### src/rtl/mips_alu.sv
// Execute-stage ALU: add/sub/and/or/logical shifts with one cycle of latency.
// Result, zero and overflow are registered and held while in_valid is low.
module mips_alu #(
    parameter int WIDTH = 32,
    parameter int SHW   = 5
) (
    input  logic             clk,
    input  logic             rst,
    input  logic             in_valid,
    input  logic [SHW-1:0]   shamt,
    input  logic [WIDTH-1:0] src1,
    input  logic [WIDTH-1:0] src2,
    input  logic [5:0]       operation,
    output logic [WIDTH-1:0] result,
    output logic             zero,
    output logic             overflow,
    output logic             out_valid
);

    typedef enum logic [5:0] {
        OP_ADD = 6'd27,
        OP_SUB = 6'd28,
        OP_AND = 6'd29,
        OP_OR  = 6'd30,
        OP_SRL = 6'd31,
        OP_SLL = 6'd32
    } op_e;

    logic [WIDTH-1:0] sum;
    logic [WIDTH-1:0] diff;
    logic [WIDTH-1:0] result_d, result_q;
    logic             overflow_d, overflow_q;
    logic             zero_q;
    logic             valid_q;

    assign sum  = src1 + src2;
    assign diff = src1 - src2;

    always_comb begin
        // NOTE: defaults first so every path assigns both outputs; no latch is inferred.
        result_d   = '0;
        overflow_d = 1'b0;
        case (operation)
            OP_ADD: begin
                result_d   = sum;
                overflow_d = (src1[WIDTH-1] == src2[WIDTH-1]) &&
                             (sum[WIDTH-1] != src1[WIDTH-1]);
            end
            OP_SUB: begin
                result_d   = diff;
                overflow_d = (src1[WIDTH-1] != src2[WIDTH-1]) &&
                             (diff[WIDTH-1] != src1[WIDTH-1]);
            end
            OP_AND:  result_d = src1 & src2;
            OP_OR:   result_d = src1 | src2;
            OP_SRL:  result_d = src1 >> shamt;
            OP_SLL:  result_d = src1 << shamt;
            default: result_d = '0;
        endcase
    end

    // Reset values describe an all-zero result, so zero comes up asserted.
    always_ff @(posedge clk or posedge rst) begin
        // NOTE: non-blocking so every register samples pre-edge values.
        if (rst) begin
            result_q   <= '0;
            zero_q     <= 1'b1;
            overflow_q <= 1'b0;
            valid_q    <= 1'b0;
        end else begin
            valid_q <= in_valid;
            if (in_valid) begin
                result_q   <= result_d;
                zero_q     <= (result_d == '0);
                overflow_q <= overflow_d;
            end
        end
    end

    assign result    = result_q;
    assign zero      = zero_q;
    assign overflow  = overflow_q;
    assign out_valid = valid_q;

endmodule

### config.mk
export PLATFORM = sky130hd
export DESIGN_NAME = mips_alu
export DESIGN_NICKNAME = d
export VERILOG_FILES = /design/src/rtl/mips_alu.sv
export SDC_FILE = /design/constraint.sdc
export NUM_CORES = 1
export LEC_CHECK = 0
export CAP_MARGIN = 0
export CORE_MARGIN = 8
export CORE_UTILIZATION = 35
export CTS_CLUSTER_SIZE = 8
export DETAILED_ROUTE_END_ITERATION = 8
export MAX_ROUTING_LAYER = met4
export PLACE_DENSITY = 0.61
export SLEW_MARGIN = 20
export SYNTH_ARGS = -nofsm -noshare
export SYNTH_HDL_FRONTEND = slang
export SYNTH_SLANG_ARGS = --single-unit
### constraint.sdc
create_clock -name clk -period 1.1 [get_ports clk]
set_input_delay 0.22 -clock clk [delete_from_list [all_inputs] [get_ports clk]]
set_output_delay 0.22 -clock clk [all_outputs]
set_load 0.02 [all_outputs]
==> flow_summary.toml <==
[drt]
antenna_left = 0
post_drt_wl_per_cell_um = 25.80
wl_um = 68900
via_per_inst = 6.073
first_pass_iters = 5
via_count = 16220
dr.first_iter.drc_count = 1726
drt_drc_violations_left = 0

[timing]
max-slew-margin-rel = 0.5413
drv_slew = 0
rsz0062_at_grt = "yes"
worstMarginPinSlew_ns = 0.6689
skew_ns = 0
hold_viol_final = 0
setup_viol = 35
max_freq_ghz = 0.2935
post-route-min-period_ns = 3.407
setup_ws_ns = -2.307
period_share = 3.098

[clock_tree]
ctsLongestPathBuffers = 2
clk_pin_slew_ns = 0.06
cts.sink_count = 35
cts-root-buf = "clkbuf_16"
cts_made_buffers = 5
cts_tree = "done"
cts_hold_buf = 0
clock_latency_ns = 0.28
htree_levels = 2

[die]
fp.coreArea_um2 = 30590
die_h_um = 192.3
initial_core_util = 0.3556
pin_count = 113
rows = 64
die-area_um2 = 36970
die_width_um = 192.3

[placement]
detailedPlace.worstSlack_ns = -3.195
globalplace.congestion = 1.073
dpl.hpwl_um = 53970
io_buffers = 112

[synth]
ys_seq_area_frac = 0.08064
synthArstFlopShare = 1.000
muxShareOfSynthArea = 0.1760
synth_seq_cells = 35
syn_area_um2 = 10880
synth_ff_type = "dfrtp_1"
synth_fa_ha_area_frac = 0.1233
synthesis.area_per_instance_um2 = 7.475
synthesis.nets = 1639
syn_inst = 1455
synth_top_family_by_area = "compound AO/OA/AOI/OAI gates"
synth_xor_area_frac = 0.01127
yosys_warnings = 0
synth-compound-area-share = 0.2971
synth_edf_count = 0
ys_types = 101
synth_simple_gate_area_frac = 0.2179

[global_routing]
grt_pass1_vias = 15980
track_usage = 0.3639
antenna_found_initial = 1
grt_first_pass_wirelength_um = 99590
grt_overflow_total = 0
grt_max_degree = 56

[critical_path]
r2r_setup_slack_ns = 0.22
end_kind = "flop"
path_cells = "buf_8 -> buf_8 -> mux4_2 -> a32o_1 -> or4_4 -> a211oi_4 -> nand4b_1 -> a2111oi_4 -> nand4_1 -> nor4b_4 -> nand4b_1 -> o41ai_2"
arrival_ns = 3.59
critPathKind = "input pin to flop"
crit_slowest_cell = "or4_4"
cp_max_fo = 5
max_stage_delay_ns = 0.56
path_buf_inv = 2
cp-start-kind = "input pin"
path_delay_family = "simple AND/OR/NAND/NOR gates"
worstPathRequired_ns = 1.29

[run_status]
run_status = "finished, violations left"
violations = "negative setup slack"

[power_and_ir_drop]
vdd_ir_drop_max_mv = 0.8992
cellLeakagePower_nw = 9.550
p_per_area_nw_per_um2 = 644.7
power.total_w = 0.01364

[layout]
nets = 2456
drive_above_1_share = 0.5996
num-fill-cells = 2470
mostFrequentLayoutCell = "buf_4"
most-common-layout-cells = "buf_4 (682), nor2_1 (126), buf_6 (119)"
post-route-util = 0.6917
area_growth_pct = 94.52

[flow_run]
maxCapViolCount = 0

[worst_hold_path]
hp-class = "input pin to async pin"
cell families after synthesis:
kind of cell,after synthesis
AND/OR/NAND/NOR,484
AO/OA/AOI/OAI,471
buffers and inverters,218
multiplexers,127
adder cells (fa/ha/maj),106
flip-flops,35
XOR/XNOR,14
worst min-delay path, cell delays in order:
cell and delay [ns]:
clkdlybuf4s50_1 0.40, inv_1 0.09, buf_12 0.21
state kept, by name, indices dropped and copies added (netlist names):
name	count
result	32
overflow	1
zero	1
out_valid	1
what timing repair did:
action,CTS,global route
cloned,1,1
pin swaps,151,134
endpoints found under the hold margin,0,0
resized for setup,666,195
setup endpoints to repair,68,35
buffers inserted,119,48
area by class of cell:
class                   instances  area (um^2)  share of cell area
flip-flops and latches         35        877.1             0.04145
diodes                          1        2.502           0.0001183
repair buffers                928         7697              0.3638
clock inverters                 2        35.03            0.001656
multi-input cells            1202        11460              0.5417
inverters                     100        449.2             0.02123
well taps                     396        495.5             0.02342
clock buffers                   6        138.9            0.006564
per-layer routing:
metal,wire (um),vias up,GRT usage,share of wire
li1,-,7154,-,-
met2,32210,900,0.5921,0.47
met1,27260,7929,0.4495,0.40
met3,5740,233,0.04969,0.083
met4,3684,0,0.1492,0.053
met5,0,-,-,0
path summary, 6_finish.rpt:
path / start / end / cells after the start
max: shamt[0] / zero / 12
min: rst / result[12] / 3
max reg2reg: result[22] / result[22] / 2
min reg2reg: result[8] / result[8] / 1
max in group asynchronous: rst / zero / 3
min in group clk: result[8] / result[8] / 1
power by group:
group          switching, W  internal, W  leakage [nW]  total [W]
Sequential        0.0000658      0.00142         0.431    0.00149
Clock              0.000536      0.00113        0.0869    0.00166
Combinational       0.00529      0.00520          9.03     0.0105
Total               0.00590      0.00774          9.55     0.0136
through the flow:
stage | std cells | cell area [um^2] | TNS [ns] | hold WS [ns]
floorplan | 1455 | 12030 | -39.95 | 0.2514
global placement | 2520 | 17780 | -82.06 | 0.4798
detailed placement | 2520 | 17780 | -83.29 | 0.4920
CTS | 2638 | 20200 | -53.78 | 0.2875
global route | 2670 | 21160 | -54.49 | 0.3116
finish | 2670 | 21160 | -52.26 | 0.2820
cells in the mapped netlist (14+ instances only):
library cell / number / area share
nand2_1: 116 / 0.040
o211ai_1: 27 / 0.019
nand3_1: 41 / 0.019
a31oi_1: 17 / 0.0098
a211oi_1: 25 / 0.017
a21oi_1: 114 / 0.052
dfrtp_1: 34 / 0.078
inv_1: 97 / 0.033
nor3_1: 40 / 0.018
mux2i_1: 57 / 0.052
ha_1: 104 / 0.12
or3_1: 14 / 0.0081
o21ai_0: 82 / 0.038
mux4_2: 44 / 0.091
buf_2: 18 / 0.0083
nor2b_1: 16 / 0.0092
o22ai_1: 18 / 0.010
nor2_1: 152 / 0.052
nand2b_1: 14 / 0.0081
clkbuf_1: 66 / 0.023
nand4_1: 20 / 0.012
a221oi_1: 25 / 0.020
mux2_2: 22 / 0.023
(Power assumes the default switching activity.)
